**config.mk**
```make
export PLATFORM = sky130hd
export DESIGN_NAME = alu_stream_tx_flat
export DESIGN_NICKNAME = d
export VERILOG_FILES = /design/src/rtl/alu_stream_pkg.sv /design/src/rtl/alu_stream_tx_if.sv /design/src/rtl/alu_stream_buf.sv /design/src/rtl/alu_stream_tx.sv /design/src/flat_wrapper.sv
export SDC_FILE = /design/constraint.sdc
export NUM_CORES = 1
export LEC_CHECK = 0
export ABC_AREA = 1
export CAP_MARGIN = 0
export CELL_PAD_IN_SITES_DETAIL_PLACEMENT = 1
export CELL_PAD_IN_SITES_GLOBAL_PLACEMENT = 1
export CORE_ASPECT_RATIO = 0.8
export CORE_MARGIN = 2
export CORE_UTILIZATION = 25
export CTS_CLUSTER_DIAMETER = 60
export DETAILED_ROUTE_END_ITERATION = 10
export HOLD_SLACK_MARGIN = 0.08
export PLACE_DENSITY = 0.61
export SLEW_MARGIN = 0
export SYNTH_ARGS = -nofsm -noshare
export SYNTH_HDL_FRONTEND = slang
export SYNTH_SLANG_ARGS = --single-unit
```
**constraint.sdc**
```tcl
create_clock -name clk -period 3.1 [get_ports clk]
set_input_delay 0.62 -clock clk [delete_from_list [all_inputs] [get_ports clk]]
set_output_delay 0.62 -clock clk [all_outputs]
set_load 0.05 [all_outputs]
```
**src/rtl/alu_stream_pkg.sv**
```systemverilog
// alu_stream_pkg: shared types and widths for the ALU stream initiator.
// Holds FSM encodings and the buffered entry layout.
package alu_stream_pkg;

  localparam int OP_W    = 8;
  localparam int INSTR_W = 4;
  localparam int ENTRY_W = 2 * OP_W + INSTR_W;

  typedef enum logic [2:0] {
    IDLE,
    PRE,
    SEND,
    GAPW,
    WAIT
  } state_t;

  typedef struct packed {
    logic [OP_W-1:0]    a;
    logic [OP_W-1:0]    b;
    logic [INSTR_W-1:0] instr;
  } entry_t;

endpackage

```
**src/rtl/alu_stream_tx_if.sv**
```systemverilog
// alu_stream_tx_if: operand stream toward the consumer
// and its result strobe back.
interface alu_stream_tx_if;
  import alu_stream_pkg::*;

  logic [OP_W-1:0]    A;
  logic [OP_W-1:0]    B;
  logic [INSTR_W-1:0] instruction;
  logic               data_valid;
  logic               last_data;
  logic [OP_W-1:0]    third_largest;
  logic               result_valid;

  modport master (
    output A, B, instruction,
    output data_valid, last_data,
    input  third_largest, result_valid
  );

  modport slave (
    input  A, B, instruction,
    input  data_valid, last_data,
    output third_largest, result_valid
  );

endinterface

```
**src/rtl/alu_stream_buf.sv**
```systemverilog
// alu_stream_buf: frame buffer of operand triples.
// Appends at the write pointer, random read by index.
module alu_stream_buf
  import alu_stream_pkg::*;
#(
  parameter  int DEPTH = 16,
  localparam int CW    = $clog2(DEPTH + 1),
  localparam int IW    = (DEPTH > 1) ? $clog2(DEPTH) : 1
) (
  input  logic          clk,
  input  logic          rst,
  input  logic          wr_en_i,
  input  entry_t        wr_data_i,
  input  logic          clr_i,
  input  logic [IW-1:0] rd_idx_i,
  output entry_t        rd_data_o,
  output logic [CW-1:0] count_o,
  output logic          full_o
);

  entry_t        mem_q [DEPTH];
  logic [CW-1:0] cnt_q;
  logic          wr;

  assign full_o    = (cnt_q == CW'(DEPTH));
  assign wr        = wr_en_i && !full_o;
  assign count_o   = cnt_q;
  assign rd_data_o = mem_q[rd_idx_i];

  // Fill level: cleared at end of frame, bumped per accepted write.
  always_ff @(posedge clk or negedge rst) begin
    if (!rst) begin
      cnt_q <= '0;
    end else if (clr_i) begin
      cnt_q <= '0;
    end else if (wr) begin
      cnt_q <= cnt_q + CW'(1);
    end
  end

  // Storage: write lands at the current fill level.
  always_ff @(posedge clk or negedge rst) begin
    if (!rst) begin
      mem_q <= '{default: '0};
    end else if (wr) begin
      mem_q[cnt_q[IW-1:0]] <= wr_data_i;
    end
  end

endmodule

```
**src/rtl/alu_stream_tx.sv**
```systemverilog
// alu_stream_tx: replays buffered operand triples as one frame
// (preamble + entries), then waits for the consumer result.
module alu_stream_tx
  import alu_stream_pkg::*;
#(
  parameter  int DEPTH   = 16,
  parameter  int GAP     = 0,
  parameter  int TIMEOUT = 64,
  localparam int CW      = $clog2(DEPTH + 1),
  localparam int IW      = (DEPTH > 1) ? $clog2(DEPTH) : 1
) (
  input  logic               clk,
  input  logic               rst,
  input  logic               wr_en,
  input  logic [OP_W-1:0]    wr_A,
  input  logic [OP_W-1:0]    wr_B,
  input  logic [INSTR_W-1:0] wr_instr,
  input  logic               start,
  output logic               buf_full,
  output logic [CW-1:0]      buf_count,
  output logic               busy,
  alu_stream_tx_if.master    s,
  output logic [OP_W-1:0]    result,
  output logic               done,
  output logic               timeout
);

  localparam int TW = $clog2(TIMEOUT + GAP + 1);

  state_t        state_q, state_d;
  logic [CW-1:0] n_q, n_d;
  logic [CW-1:0] idx_q, idx_d;
  logic [TW-1:0] cnt_q, cnt_d;

  entry_t rd_data;
  logic   go, wr_ok, clr;

  logic [OP_W-1:0]    a_q, a_d;
  logic [OP_W-1:0]    b_q, b_d;
  logic [INSTR_W-1:0] ins_q, ins_d;
  logic               dv_q, dv_d;
  logic               last_q, last_d;
  logic [OP_W-1:0]    res_q, res_d;
  logic               done_q, done_d;
  logic               to_q, to_d;

  assign go    = (state_q == IDLE) && start
              && (buf_count != '0);
  assign wr_ok = (state_q == IDLE) && wr_en && !start;
  assign clr   = (state_q != IDLE) && (state_d == IDLE);

  alu_stream_buf #(.DEPTH(DEPTH)) u_buf (
    .clk       (clk),
    .rst       (rst),
    .wr_en_i   (wr_ok),
    .wr_data_i ('{a: wr_A, b: wr_B, instr: wr_instr}),
    .clr_i     (clr),
    .rd_idx_i  (idx_d[IW-1:0]),
    .rd_data_o (rd_data),
    .count_o   (buf_count),
    .full_o    (buf_full)
  );

  // FSM state, frame length, beat index and shared cycle counter.
  always_ff @(posedge clk or negedge rst) begin
    if (!rst) begin
      state_q <= IDLE;
      n_q     <= '0;
      idx_q   <= '0;
      cnt_q   <= '0;
    end else begin
      state_q <= state_d;
      n_q     <= n_d;
      idx_q   <= idx_d;
      cnt_q   <= cnt_d;
    end
  end

  // Next state: preamble, entries with optional gaps, result wait.
  always_comb begin
    state_d = state_q;
    n_d     = n_q;
    idx_d   = idx_q;
    cnt_d   = cnt_q;
    unique case (state_q)
      IDLE: begin
        if (go) begin
          state_d = PRE;
          n_d     = buf_count;
          idx_d   = '0;
          cnt_d   = '0;
        end
      end
      PRE: begin
        idx_d   = '0;
        cnt_d   = '0;
        state_d = (GAP > 0) ? GAPW : SEND;
      end
      SEND: begin
        cnt_d = '0;
        if (idx_q == n_q - CW'(1)) begin
          state_d = WAIT;
        end else begin
          idx_d   = idx_q + CW'(1);
          state_d = (GAP > 0) ? GAPW : SEND;
        end
      end
      GAPW: begin
        if (cnt_q == TW'(GAP - 1)) begin
          state_d = SEND;
          cnt_d   = '0;
        end else begin
          cnt_d = cnt_q + TW'(1);
        end
      end
      WAIT: begin
        if (s.result_valid
            || cnt_q == TW'(TIMEOUT - 1)) begin
          state_d = IDLE;
        end else begin
          cnt_d = cnt_q + TW'(1);
        end
      end
      default: state_d = IDLE;
    endcase
  end

  // Next outputs from the upcoming state so beats come out registered.
  always_comb begin
    dv_d   = (state_d == PRE) || (state_d == SEND);
    a_d    = '0;
    b_d    = '0;
    ins_d  = '0;
    last_d = 1'b0;
    if (state_d == SEND) begin
      a_d    = rd_data.a;
      b_d    = rd_data.b;
      ins_d  = rd_data.instr;
      last_d = (idx_d == n_d - CW'(1));
    end
    done_d = (state_q == WAIT) && (state_d == IDLE);
    to_d   = done_d && !s.result_valid;
    res_d  = res_q;
    if (done_d && s.result_valid) begin
      res_d = s.third_largest;
    end
  end

  // Output registers.
  always_ff @(posedge clk or negedge rst) begin
    if (!rst) begin
      a_q    <= '0;
      b_q    <= '0;
      ins_q  <= '0;
      dv_q   <= 1'b0;
      last_q <= 1'b0;
      res_q  <= '0;
      done_q <= 1'b0;
      to_q   <= 1'b0;
    end else begin
      a_q    <= a_d;
      b_q    <= b_d;
      ins_q  <= ins_d;
      dv_q   <= dv_d;
      last_q <= last_d;
      res_q  <= res_d;
      done_q <= done_d;
      to_q   <= to_d;
    end
  end

  assign s.A          = a_q;
  assign s.B          = b_q;
  assign s.instruction = ins_q;
  assign s.data_valid = dv_q;
  assign s.last_data  = last_q;
  assign result       = res_q;
  assign done         = done_q;
  assign timeout      = to_q;
  assign busy         = (state_q != IDLE);

endmodule

```
**src/flat_wrapper.sv**
```systemverilog
// flat-port wrapper written by rule: the top's interface ports become plain ports
module alu_stream_tx_flat import alu_stream_pkg::*;
#(
  parameter  int DEPTH   = 16,
  parameter  int GAP     = 0,
  parameter  int TIMEOUT = 64,
  localparam int CW      = $clog2(DEPTH + 1),
  localparam int IW      = (DEPTH > 1) ? $clog2(DEPTH) : 1
)
  (clk, rst, wr_en, wr_A, wr_B, wr_instr, start, buf_full, buf_count, busy, result, done, timeout, s_A, s_B, s_instruction, s_data_valid, s_last_data, s_third_largest, s_result_valid);
  alu_stream_tx_if s_i ();
  input  logic clk;
  input  logic rst;
  input  logic wr_en;
  input  logic [OP_W-1:0] wr_A;
  input  logic [OP_W-1:0] wr_B;
  input  logic [INSTR_W-1:0] wr_instr;
  input  logic start;
  output logic buf_full;
  output logic [CW-1:0] buf_count;
  output logic busy;
  output logic [OP_W-1:0] result;
  output logic done;
  output logic timeout;
  output wire logic [$bits(s_i.A)-1:0] s_A;
  output wire logic [$bits(s_i.B)-1:0] s_B;
  output wire logic [$bits(s_i.instruction)-1:0] s_instruction;
  output wire logic [$bits(s_i.data_valid)-1:0] s_data_valid;
  output wire logic [$bits(s_i.last_data)-1:0] s_last_data;
  input wire logic [$bits(s_i.third_largest)-1:0] s_third_largest;
  input wire logic [$bits(s_i.result_valid)-1:0] s_result_valid;
  assign s_A = s_i.A;
  assign s_B = s_i.B;
  assign s_instruction = s_i.instruction;
  assign s_data_valid = s_i.data_valid;
  assign s_last_data = s_i.last_data;
  assign s_i.third_largest = s_third_largest;
  assign s_i.result_valid = s_result_valid;
  alu_stream_tx #(.DEPTH(DEPTH), .GAP(GAP), .TIMEOUT(TIMEOUT)) u_core (.clk(clk), .rst(rst), .wr_en(wr_en), .wr_A(wr_A), .wr_B(wr_B), .wr_instr(wr_instr), .start(start), .buf_full(buf_full), .buf_count(buf_count), .busy(busy), .s(s_i), .result(result), .done(done), .timeout(timeout));
endmodule
```
== Word-level counts from Yosys, hierarchy flattened ==
Cells that the tools add are included.

* Word-level logic and storage cells: 133
* Register bits after elaboration: 377
* Input port bits: 33

* Muxes and demuxes: 26
* Add/subtract/negate cells: 5
* Reductions and logical operators: 23
* Eq/ne operators: 13
* Bitwise operators: 2
* $lt $le $gt $ge: 3

{| class="wikitable"
|+ Operators by type and width
! operator !! number
|-
| $bwmux W320 || 1
|-
| $bmux W20 S4 || 1
|-
| $demux W20 S4 || 1
|-
| $mux W20 || 3
|-
| $mux W5 || 6
|-
| $pmux W7 S4 || 1
|-
| $mux W7 || 3
|-
| $mux W8 || 2
|-
| $pmux W3 S5 || 1
|-
| $pmux W5 S3 || 1
|-
| $mux W3 || 4
|-
| $add A5 B1 Y5 const B || 2
|-
| $eq A5 B5 Y1 || 2
|-
| $ge A5 B5 Y1 const B || 2
|-
| $logic_and A1 B1 Y1 || 10
|-
| $not A4 Y5 || 2
|-
| $sub A5 B1 Y5 const B || 2
|-
| $eq A3 B2 Y1 const B || 3
|-
| $add A7 B1 Y7 const B || 1
|-
| $eq A7 B6 Y1 const B || 1
|-
| $eq A7 B7 Y1 const B || 1
|-
| $eq A3 B1 Y1 const B || 2
|-
| $logic_not A3 Y1 || 2
|-
| $eq A5 B5 Y1 const B || 1
|-
| other kinds (14) || 17
|}

== Depth between registers and ports, before layout ==
Gate-level depths: netlist (run 1).

* Word-level depth: 10
* Depth in mapped cells: 21
* Gate-level depth less buffers: 19

== By module ==
A second synthesis (run 1) with hierarchy kept.

* Cells, all modules: 2423
* Area, all modules: 18275.0 µm²

{| class="wikitable"
|+ By module, submodules not included
! module !! cells each !! times used !! area each (µm²)
|-
| alu_stream_buf || 2088 || 1 || 15612.5
|-
| alu_stream_tx || 335 || 1 || 2662.6
|}

== Worst setup path before layout (run 1) ==
Ideal clock, no wire load.

* Kind: reg2reg
* Start point: register u_core.u_buf.cnt_q[0], in the netlist u_core.u_buf.count_o[0]
* End point: register u_core.last_q, in the netlist u_core.s.last_data
* Path buffers: 1
* Arrival: 2.573 ns
* Setup slack: 0.447 ns
* Cell stages (with the launch flop): 17
* Cells stage by stage: dfrtp_1 -> inv_1 -> ha_1 -> inv_1 -> nor3_2 -> nand2_1 -> nand2_2 -> buf_2 -> o21ai_0 -> ha_1 -> nand2_1 -> nor2_1 -> xnor2_1 -> nor2_1 -> nor2_1 -> nand2_1 -> nor3_2

* Cells in the longest elaborated chain, start to end: 7
* Elaborated cells on any way between the ends: 12

{| class="wikitable"
|+ RTL lines
! what !! RTL line !! source
|-
| from (decl) || alu_stream_buf.sv:22 || <nowiki>logic [CW-1:0] cnt_q;</nowiki>
|-
| from (signal assigned) || alu_stream_buf.sv:37 || <nowiki>cnt_q <= cnt_q + CW'(1);</nowiki>
|-
| $reduce_bool A5 Y1 || alu_stream_tx.sv:48 || <nowiki>&& (buf_count != '0);</nowiki>
|-
| $logic_and A1 B1 Y1 || alu_stream_tx.sv:48 ||
|-
| $mux W5 || alu_stream_tx.sv:87 || <nowiki>if (go) begin</nowiki>
|-
| $mux W5 || alu_stream_tx.sv:85 || <nowiki>unique case (state_q)</nowiki>
|-
| $sub A5 B1 Y5 || alu_stream_tx.sv:139 || <nowiki>last_d = (idx_d == n_d - CW'(1));</nowiki>
|-
| $eq A5 B5 Y1 || alu_stream_tx.sv:139 ||
|-
| $mux W1 (*) || alu_stream_tx.sv:135 || <nowiki>if (state_d == SEND) begin</nowiki>
|-
| named net u_core.last_d || alu_stream_tx.sv:42 || <nowiki>logic last_q, last_d;</nowiki>
|-
| to (signal assigned) || alu_stream_tx.sv:165 || <nowiki>last_q <= last_d;</nowiki>
|-
| to (decl) || alu_stream_tx.sv:42 ||
|}

The timed path passes the listed nets; every way through them passes the cells marked *.
A chain may end at the register's enable or synchronous reset.

== Worst setup path in the final report (run 1) ==
* Start point: register u_core.u_buf.cnt_q[0], in the netlist u_core.u_buf.count_o[0]
* End point: output port buf_full

* Cells in the longest elaborated chain, start to end: 1

{| class="wikitable"
|+ RTL lines
! what !! RTL line !! source
|-
| $eq A5 B5 Y1 || alu_stream_buf.sv:25 || <nowiki>assign full_o = (cnt_q == CW'(DEPTH));</nowiki>
|-
| to (decl) || flat_wrapper.sv:19 || <nowiki>output logic buf_full;</nowiki>
|}

No other way between the ends.

==> flow_summary.yaml, run 1 <==
layout:
  fillCellCount: 8116
  n_antenna_cell: 0
  syn_to_final_growth_pct: 20.35
  postLayoutCellArea_mm2: 0.02090
  layout-drive-gt1-share: 0.08261
  seq_area_mm2: 0.009434
  layout.nets: 2214
  multi_input_area_mm2: 0.006982
  fin_cells: 3127
power_and_ir_drop:
  p_leak_uw: 0.009373
  powerDensity_mw_per_mm2: 1125
  irDropWorstVdd_uv: 881.9
floorplan:
  die_area_mm2: 0.07160
  ios: 72
  initial_core_util: 0.2526
  core_region_area_mm2: 0.06876
  rows: 86
  die_w_um: 298.7
  die_h_um: 239.7
setup_path:
  critPathKind: "reg -> out"
  critPathRequiredTime_ps: 2480
  path_max_fanout: 4
  worstPathCellList: "inv_1, ha_1, inv_1, nor3_2, nand2_1, inv_1, clkdlybuf4s15_1"
  cpMaxStageDelayCell: "clkdlybuf4s15_1"
  cp_slowest_stage_delay_ps: 490
  crit_path_frequent_cell: "inv_1"
  cp.arrival_ps: 2250
  endpoint_kind: "primary output"
  start_kind: "register"
placed_design:
  placed_area_mm2: 0.01948
  dp_slack_ps: 109.9
  place.gp.congestion: 0.7794
  dp_cells: 3052
  portBuffers: 71
  dp_hpwl_um: 35880
route:
  wl_per_cell_um: 19.66
  drc: 0
  first_pass_iters: 5
  vias: 15110
  ant_nets: 0
  via_per_inst: 4.831
  drt_first_iter_violations: 927
  drt-total-wl_um: 61470
cts:
  cts-root-buf: "clkbuf_16"
  path_clk_slew_ps: 60
  clockBufferDepth: 3
  cts_setup_buffers: 0
  clk_latency_ps: 560
  cts_tree: "done"
  cts_sinks: 377
  postCtsHoldBufs: 0
  cts_buffers: 43
  ctsHtreeMaxLevel: 2
yosys:
  synth_edf_count: 0
  syn_area_per_cell_um2: 8.088
  syn_inst: 2147
  yosysTopAreaCellShare: 0.5433
  synth_area_leaders: "dfrtp_1 54%, nand2_1 14%, nand3_1 11%, o21ai_0 9.7%, clkbuf_1 2.2%"
  ys.flop_type: "dfrtp_1"
  yosys-top-cells-count: "660 x nand2_1, 377 x dfrtp_1, 375 x nand3_1"
  yosysSeqAreaShare: 0.5433
  async_flop_share: 1.000
  synth_cell_types: 33
  ys_warn_count: 0
  synth.ff_latch_count: 377
  synth_area_mm2: 0.01737
  yosys.area.top_type: "dfrtp_1"
  synth_fp_nets: 2188
  synth.most_common_cell: "nand2_1"
status:
  outcome: "finished, final reports clean"
global_routing:
  grt_pass1_vias: 15890
  overflow: 0
  track_usage: 0.1746
  grt_pass1_wl_um: 97080
  antenna_found_initial: 0
  grt_max_degree: 77
sta:
  clock.fmax_ghz: 0.3479
  tns_ps: 0
  setup_violations: 0
  slew_violations: 0
  fin_ws_ps: 225.3
  rsz0062_at_grt: "false"
  fin_crit_sh: 0.9273
  finalHoldViolations: 0
  finalCriticalPeriod_ps: 2875
  worst_pin_slew_ps: 694.1
  finClkSkew_ps: 25.88
  slew_headroom: 0.5373
hold_path:
  worstHoldPathType: "in -> async"
flow_run:
  max_cap_violations: 0
==> where the power goes <==
| group | switching [uW] | internal (uW) | total (uW) |
|---|---|---|---|
| clock network | 2150 | 3040 | 5180 |
| registers | 703 | 6110 | 6810 |
| logic | 7730 | 3790 | 11500 |
| total | 10600 | 12900 | 23500 |
==> final timing paths <==
kind	slack, ps	cells past startpoint	start	to
max in group asynchronous	2100	3	rst	u_core.s.B[2]$_DFF_PN0_
min in group clk	480	2	u_core.u_buf.mem_q[170]$_DFFE_PN0P_	u_core.u_buf.mem_q[170]$_DFFE_PN0P_
setup / recovery	230	7	u_core.u_buf.count_o[0]$_DFFE_PN0P_	buf_full
setup reg to reg	260	16	u_core.n_q[0]$_DFF_PN0_	u_core.s.instruction[1]$_DFF_PN0_
hold reg to reg	480	2	u_core.u_buf.mem_q[170]$_DFFE_PN0P_	u_core.u_buf.mem_q[170]$_DFFE_PN0P_
hold / removal	60	1	rst	u_core.cnt_q[6]$_DFFE_PN0P_
==> worst max-delay path: cells and delay by family, from the launching register on <==
kind	cells	cell delay [ps]
AND/OR/NAND/NOR	2	290
flip-flops	1	370
adder cells (fa/ha/maj)	1	290
buffers and inverters	4	760
==> through the flow <==
step | util | hold slack [ps] | power (uW)
after global placement | 0.2833 | 461.1 | 18210
after CTS | 0.3038 | 81.74 | 23760
after detailed placement | 0.2833 | 468.1 | 18440
final | 0.3040 | 58.76 | 23510
after floorplan | - | 324.4 | 13960
after global routing | 0.3040 | 101.8 | 25310
==> sequential cells by signal, indices dropped and copies added, names as in the netlist, named ones only <==
register              cells
u_core.s.data_valid       1
u_core.state_q            3
u_core.cnt_q              7
u_core.s.instruction      4
u_core.idx_q              4
u_core.n_q                5
u_core.u_buf.count_o      5
u_core.s.B                8
u_core.s.A                8
u_core.done               1
u_core.timeout            1
u_core.s.last_data        1
u_core.result             8
u_core.u_buf.mem_q      320
==> area by class of cell <==
| cell class | instances | area share |
|---|---|---|
| clock buffer | 59 | 0.05915 |
| clock inverter | 16 | 0.008321 |
| inverter | 83 | 0.01491 |
| multi-input combinational | 1523 | 0.3341 |
| sequential | 377 | 0.4514 |
| tap | 924 | 0.05532 |
| timing repair buffer | 145 | 0.07687 |
==> placed cells by master (no fill, tap or decap), types with 4 or more instances in the layout <==
cell type and n:
nand3b_1 6, xor2_1 6, nand2_1 656, buf_4 46
clkinv_2 8, nor2_1 89, nand3_1 368, mux2_2 8
inv_2 4, clkbuf_16 43, nand3_2 7, o21ai_0 335
dfrtp_1 377, a21oi_1 9, clkbuf_1 6, inv_1 78
clkbuf_8 11, clkdlybuf4s50_1 69, ha_1 8, buf_12 26
nor3_1 5, nand2_2 7
==> metal layers <==
layer | global-route usage | wire [um]
met5 | 0 | 0
met4 | 0.04005 | 1171
met3 | 0.02313 | 2384
met2 | 0.2838 | 28020
met1 | 0.2463 | 29900
==> logic make-up after synthesis <==
group,after synthesis,share of synthesized area
AO/OA/AOI/OAI,350,0.1024
flip-flops,377,0.5433
buffers and inverters,247,0.05937
multiplexers,8,0.005188
XOR/XNOR,7,0.003531
AND/OR/NAND/NOR,1150,0.2805
adder cells (fa/ha/maj),8,0.005764
==> repair_timing <==
item,in CTS,in global routing
pin swaps,0,0
cloned,0,0
endpoints found under the setup margin,1,16
gates resized for setup,1,4
(Power assumes the default switching activity.)
==> run 2, diff against run 1 <==
--- a/config.mk
+++ b/config.mk
@@ -9,7 +9,7 @@
 export CAP_MARGIN = 0
 export CELL_PAD_IN_SITES_DETAIL_PLACEMENT = 1
 export CELL_PAD_IN_SITES_GLOBAL_PLACEMENT = 1
-export CORE_ASPECT_RATIO = 0.8
+export CORE_ASPECT_RATIO = 0.7
 export CORE_MARGIN = 2
 export CORE_UTILIZATION = 25
 export CTS_CLUSTER_DIAMETER = 60
==> flow_summary.yaml, run 2 (same netlist as run 1, synthesis figures left out) <==
status:
  outcome: "finished, final reports clean"
sta:
  finalCriticalPeriod_ps: 2957
  tns_ps: 0
  finalHoldViolations: 0
  rsz0062_at_grt: "false"
  fin_ws_ps: 143.2
  finClkSkew_ps: 13.53
  slew_violations: 0
  fin_crit_sh: 0.9538
  worst_pin_slew_ps: 701.9
  slew_headroom: 0.5321
  setup_violations: 0
  clock.fmax_ghz: 0.3382
route:
  top_layer: "met4"
  vias: 15320
  via_per_inst: 4.955
  met2WireLength_um: 27410
  wl_per_cell_um: 20.75
  drt_first_iter_violations: 1283
  route.met3.wl_um: 3511
  drt-total-wl_um: 64140
  wl_met1_um: 31990
  ant_nets: 0
  drc: 0
  first_pass_iters: 5
power_and_ir_drop:
  switching_power_uw: 10550
  powerDensity_mw_per_mm2: 1120
  p_sw_frac: 0.4542
  combinationalPowerShare: 0.491
  p_seq_frac: 0.295
  clkPwrFrac: 0.213
  p_int_uw: 12670
  irDropWorstVdd_uv: 750.6
  p_leak_uw: 0.009286
floorplan:
  die_w_um: 319.0
  initial_core_util: 0.2536
  ios: 72
  die_area_mm2: 0.07162
  die_h_um: 224.5
  rows: 80
  core_region_area_mm2: 0.06847
layout:
  layout-drive-gt1-share: 0.07720
  largest_register_ffs: 320
  top_register: "u_core.u_buf.mem_q"
  layout_commonest_cell: "nand2_1"
  final_cell_mix: "653 x nand2_1, 377 x dfrtp_1, 367 x nand3_1"
  fillCellCount: 8152
  syn_to_final_growth_pct: 19.40
  n_antenna_cell: 0
  layout.nets: 2203
setup_path:
  cpMaxStageDelayCell: "dfrtp_1"
  path_max_fanout: 61
  cp.arrival_ps: 3430
  start_kind: "register"
  endpoint_kind: "register"
  critPathRequiredTime_ps: 3570
  cp_slowest_stage_delay_ps: 380
  critPathKind: "reg -> reg"
  worstPathCellList: "inv_1, ha_1, nand2_1, nand2_1, nor2_1, nand2_1, nor2_2, nand2_2, nand3_1, nand3_1, o21ai_4, buf_12, nand3_1, nand3_1, nand2_1, nor2_1"
cts:
  cts_buffers: 39
  cts_tree: "done"
  ctsHtreeMaxLevel: 2
  cts_setup_buffers: 0
  clockBufferDepth: 3
  clk_latency_ps: 560
  cts-root-buf: "clkbuf_16"
  cts_sinks: 377
  path_clk_slew_ps: 60
placed_design:
  place.gp.congestion: 0.7977
  portBuffers: 71
  dp_hpwl_um: 37110
  dp_slack_ps: 115.9
global_routing:
  grt_pass1_wl_um: 99460
  grt_max_degree: 79
  track_usage: 0.1804
  antenna_found_initial: 2
  grt_pass1_vias: 15990
  overflow: 0
hold_path:
  worstHoldPathType: "reg -> reg"
flow_run:
  max_cap_violations: 0
-- run 2: repair_timing --
item	in CTS	in global routing
hold buffers	1	0
gates resized for setup	0	7
hold endpoints to repair	31	0
endpoints found under the setup margin	0	7
-- run 2: critical path: cells and delay by family (launching register included) --
| family | cells | cell delay, ps |
|---|---|---|
| buf+inv | 2 | 500 |
| fa+ha+maj | 1 | 260 |
| compound gates | 1 | 130 |
| simple gates | 12 | 1570 |
| flops | 1 | 380 |
-- run 2: power by group through the flow --
stage	Clock (uW)	Sequential, uW	Combinational [uW]
6_report	4950	6860	11400
5_1_grt	5300	6990	12600
4_1_cts	5100	6840	11400
3_5_place_dp	0	6910	11300
3_3_place_gp	0	6870	11100
2_1_floorplan	0	7140	6820
-- run 2: worst paths after layout --
path | startpoint | endpoint | slack, ps | depth (start not counted)
hold / removal | u_core.u_buf.mem_q[123]$_DFFE_PN0P_ | u_core.u_buf.mem_q[123]$_DFFE_PN0P_ | 490 | 2
min in group asynchronous | rst | u_core.n_q[1]$_DFF_PN0_ | 640 | 2
hold reg to reg | u_core.u_buf.mem_q[123]$_DFFE_PN0P_ | u_core.u_buf.mem_q[123]$_DFFE_PN0P_ | 490 | 2
max in group asynchronous | rst | u_core.u_buf.mem_q[276]$_DFFE_PN0P_ | 1520 | 3
setup reg to reg | u_core.n_q[0]$_DFF_PN0_ | u_core.s.instruction[1]$_DFF_PN0_ | 140 | 16
setup / recovery | u_core.n_q[0]$_DFF_PN0_ | u_core.s.instruction[1]$_DFF_PN0_ | 140 | 16
-- run 2: area by class of cell --
class,count,area (um2),share of cell area
sequential,377,9434,0.4550
clock buffer,58,1150,0.05545
tap,902,1129,0.05443
timing repair buffer,138,1560,0.07525
clock inverter,10,150.1,0.007241
multi-input combinational,1523,6997,0.3374
inverter,83,315.3,0.01521
-- run 2: through the flow --
step | area [um2] | utilization | total power [uW] | instances | hold slack, ps
6_report | 20730 | 0.3029 | 23220 | 3091 | 485.2
4_1_cts | 20710 | 0.3024 | 23320 | 3091 | 489.2
3_3_place_gp | 19400 | 0.2833 | 17950 | 3022 | 461.8
2_1_floorplan | 17370 | - | 13960 | 2147 | 324.4
3_5_place_dp | 19400 | 0.2833 | 18230 | 3022 | 473.3
5_1_grt | 20730 | 0.3029 | 24890 | 3091 | 506.4
-- run 2: per-layer routing --
metal	GRT usage	vias up
met4	0.04078	0
li1	-	7054
met3	0.02629	71
met5	0	-
met1	0.2675	7803
met2	0.2768	389
==> run 3, diff against run 2 <==
--- a/config.mk
+++ b/config.mk
@@ -11,11 +11,11 @@
 export CELL_PAD_IN_SITES_GLOBAL_PLACEMENT = 1
 export CORE_ASPECT_RATIO = 0.7
 export CORE_MARGIN = 2
-export CORE_UTILIZATION = 25
+export CORE_UTILIZATION = 46
 export CTS_CLUSTER_DIAMETER = 60
 export DETAILED_ROUTE_END_ITERATION = 10
 export HOLD_SLACK_MARGIN = 0.08
-export PLACE_DENSITY = 0.61
+export PLACE_DENSITY = 0.92
 export SLEW_MARGIN = 0
 export SYNTH_ARGS = -nofsm -noshare
 export SYNTH_HDL_FRONTEND = slang
==> constraint.sdc (replaced) <==
create_clock -name clk -period 3.3 [get_ports clk]
set_input_delay 0.66 -clock clk [delete_from_list [all_inputs] [get_ports clk]]
set_output_delay 0.66 -clock clk [all_outputs]
set_load 0.05 [all_outputs]
==> flow_summary.yaml, run 3 (same netlist as run 1, synthesis figures left out) <==
status:
  outcome: "finished, final reports clean"
setup_path:
  crit_path_frequent_cell: "nand2_1"
  critPathRequiredTime_ps: 3750
  path_max_fanout: 13
  cp_num_buf_inv: 4
  worstPathCellList: "inv_1, ha_2, inv_1, nor3_4, nand2_1, nand2_2, buf_4, nand2_1, nor2_2, buf_4, nand2_1, nor2_1"
  critPathKind: "reg -> reg"
  cp.arrival_ps: 3620
  cp_slowest_stage_delay_ps: 600
  cpMaxStageDelayCell: "nor2_2"
  crit_family: "simple AND/OR/NAND/NOR gates"
  start_kind: "register"
  endpoint_kind: "register"
cts:
  clockBufferDepth: 3
  clk_latency_ps: 570
  cts_sinks: 377
  cts_buffers: 38
  ctsHtreeMaxLevel: 2
  postCtsHoldBufs: 0
  path_clk_slew_ps: 70
  cts_tree: "done"
  cts-root-buf: "clkbuf_16"
layout:
  syn_to_final_growth_pct: 14.40
  final_cell_mix: "659 x nand2_1, 377 x dfrtp_1, 368 x nand3_1"
  layout-drive-gt1-share: 0.06903
  final_util: 0.5339
  layout_commonest_cell: "nand2_1"
  n_antenna_cell: 0
  top_register: "u_core.u_buf.mem_q"
  largest_register_ffs: 320
  layout.nets: 2186
global_routing:
  track_usage: 0.3170
  grt_pass1_vias: 17710
  overflow: 0
  grt_max_degree: 123
  grt_pass1_wl_um: 98340
  antenna_found_initial: 1
power_and_ir_drop:
  powerDensity_mw_per_mm2: 1078
  combinationalPowerShare: 0.483
  switching_power_uw: 10010
  p_sw_frac: 0.4675
  irDropWorstVdd_uv: 875.4
  p_int_uw: 11400
  clkPwrFrac: 0.213
  p_seq_frac: 0.304
  p_leak_uw: 0.009115
flow_run:
  max_cap_violations: 0
route:
  drt_first_iter_violations: 1795
  wl_met1_um: 25490
  met2WireLength_um: 28600
  wl_per_cell_um: 23.10
  route.met3.wl_um: 4874
  drt-total-wl_um: 61480
  drc: 0
  top_layer: "met5"
  first_pass_iters: 7
  vias: 16250
  via_per_inst: 6.105
  ant_nets: 0
sta:
  worst_pin_slew_ps: 718.5
  tns_ps: 0
  finalCriticalPeriod_ps: 3161
  fin_crit_sh: 0.9579
  setup_violations: 0
  finClkSkew_ps: 19.37
  clock.fmax_ghz: 0.3163
  finalHoldViolations: 0
  rsz0062_at_grt: "false"
  slew_headroom: 0.5205
  slew_violations: 0
placed_design:
  portBuffers: 71
  place.gp.congestion: 0.8346
  dp_hpwl_um: 34200
floorplan:
  die_h_um: 166.6
  ios: 72
  die_w_um: 236.2
  core_region_area_mm2: 0.03721
  rows: 59
  initial_core_util: 0.4667
  die_area_mm2: 0.03935
hold_path:
  worstHoldPathType: "in -> async"
run 3: per-layer routing:
metal,global-route usage,vias to the layer above
li1,-,7011
met1,0.4138,8298
met2,0.5085,730
met3,0.06829,205
met4,0.1467,2
met5,0,-
run 3: final timing paths:
check / start / cells past startpoint / endpoint / slack, ps
hold reg to reg: u_core.u_buf.mem_q[58]$_DFFE_PN0P_ / 2 / u_core.u_buf.mem_q[58]$_DFFE_PN0P_ / 480
max in group asynchronous: rst / 2 / u_core.u_buf.mem_q[123]$_DFFE_PN0P_ / 2290
hold / removal: rst / 1 / u_core.result[1]$_DFFE_PN0P_ / 50
setup reg to reg: u_core.u_buf.count_o[0]$_DFFE_PN0P_ / 12 / u_core.s.B[0]$_DFF_PN0_ / 140
setup / recovery: u_core.u_buf.count_o[0]$_DFFE_PN0P_ / 12 / u_core.s.B[0]$_DFF_PN0_ / 140
min in group clk: u_core.u_buf.mem_q[58]$_DFFE_PN0P_ / 2 / u_core.u_buf.mem_q[58]$_DFFE_PN0P_ / 480
run 3: cell type report:
| cell class | instances | area (um2) |
|---|---|---|
| fill | 4403 | 17340 |
| sequential | 377 | 9434 |
| multi-input combinational | 1523 | 6977 |
| timing repair buffer | 122 | 1247 |
| clock buffer | 59 | 1181 |
| tap | 488 | 610.6 |
| inverter | 83 | 314.1 |
| clock inverter | 9 | 101.3 |
run 3: power groups by stage:
stage | clock (uW) | sequential, uW | combinational (uW)
global placement | 0 | 6410 | 9500
global route | 4760 | 6610 | 11200
CTS | 4590 | 6470 | 10200
detailed placement | 0 | 6510 | 9920
floorplan | 0 | 6710 | 6410
finish | 4560 | 6510 | 10300
run 3: repair_timing:
| action | in CTS | in global routing |
|---|---|---|
| gates resized for setup | 1 | 5 |
| setup buffers | 0 | 0 |
| endpoints found under the setup margin | 1 | 12 |
run 3: through the flow:
step                      cell area (um2)  total power [uW]  worst slack, ps  hold slack (ps)  instances
after global routing                19870             22600            38.89            109.2       2661
final                               19870             21410            138.9            53.12       2661
after floorplan                     17370             13120            646.5            364.4       2147
after CTS                           19850             21220            82.18            117.3       2661
after global placement              18570             15910            365.2            457.5       2593
after detailed placement            18570             16430            229.5            473.1       2593
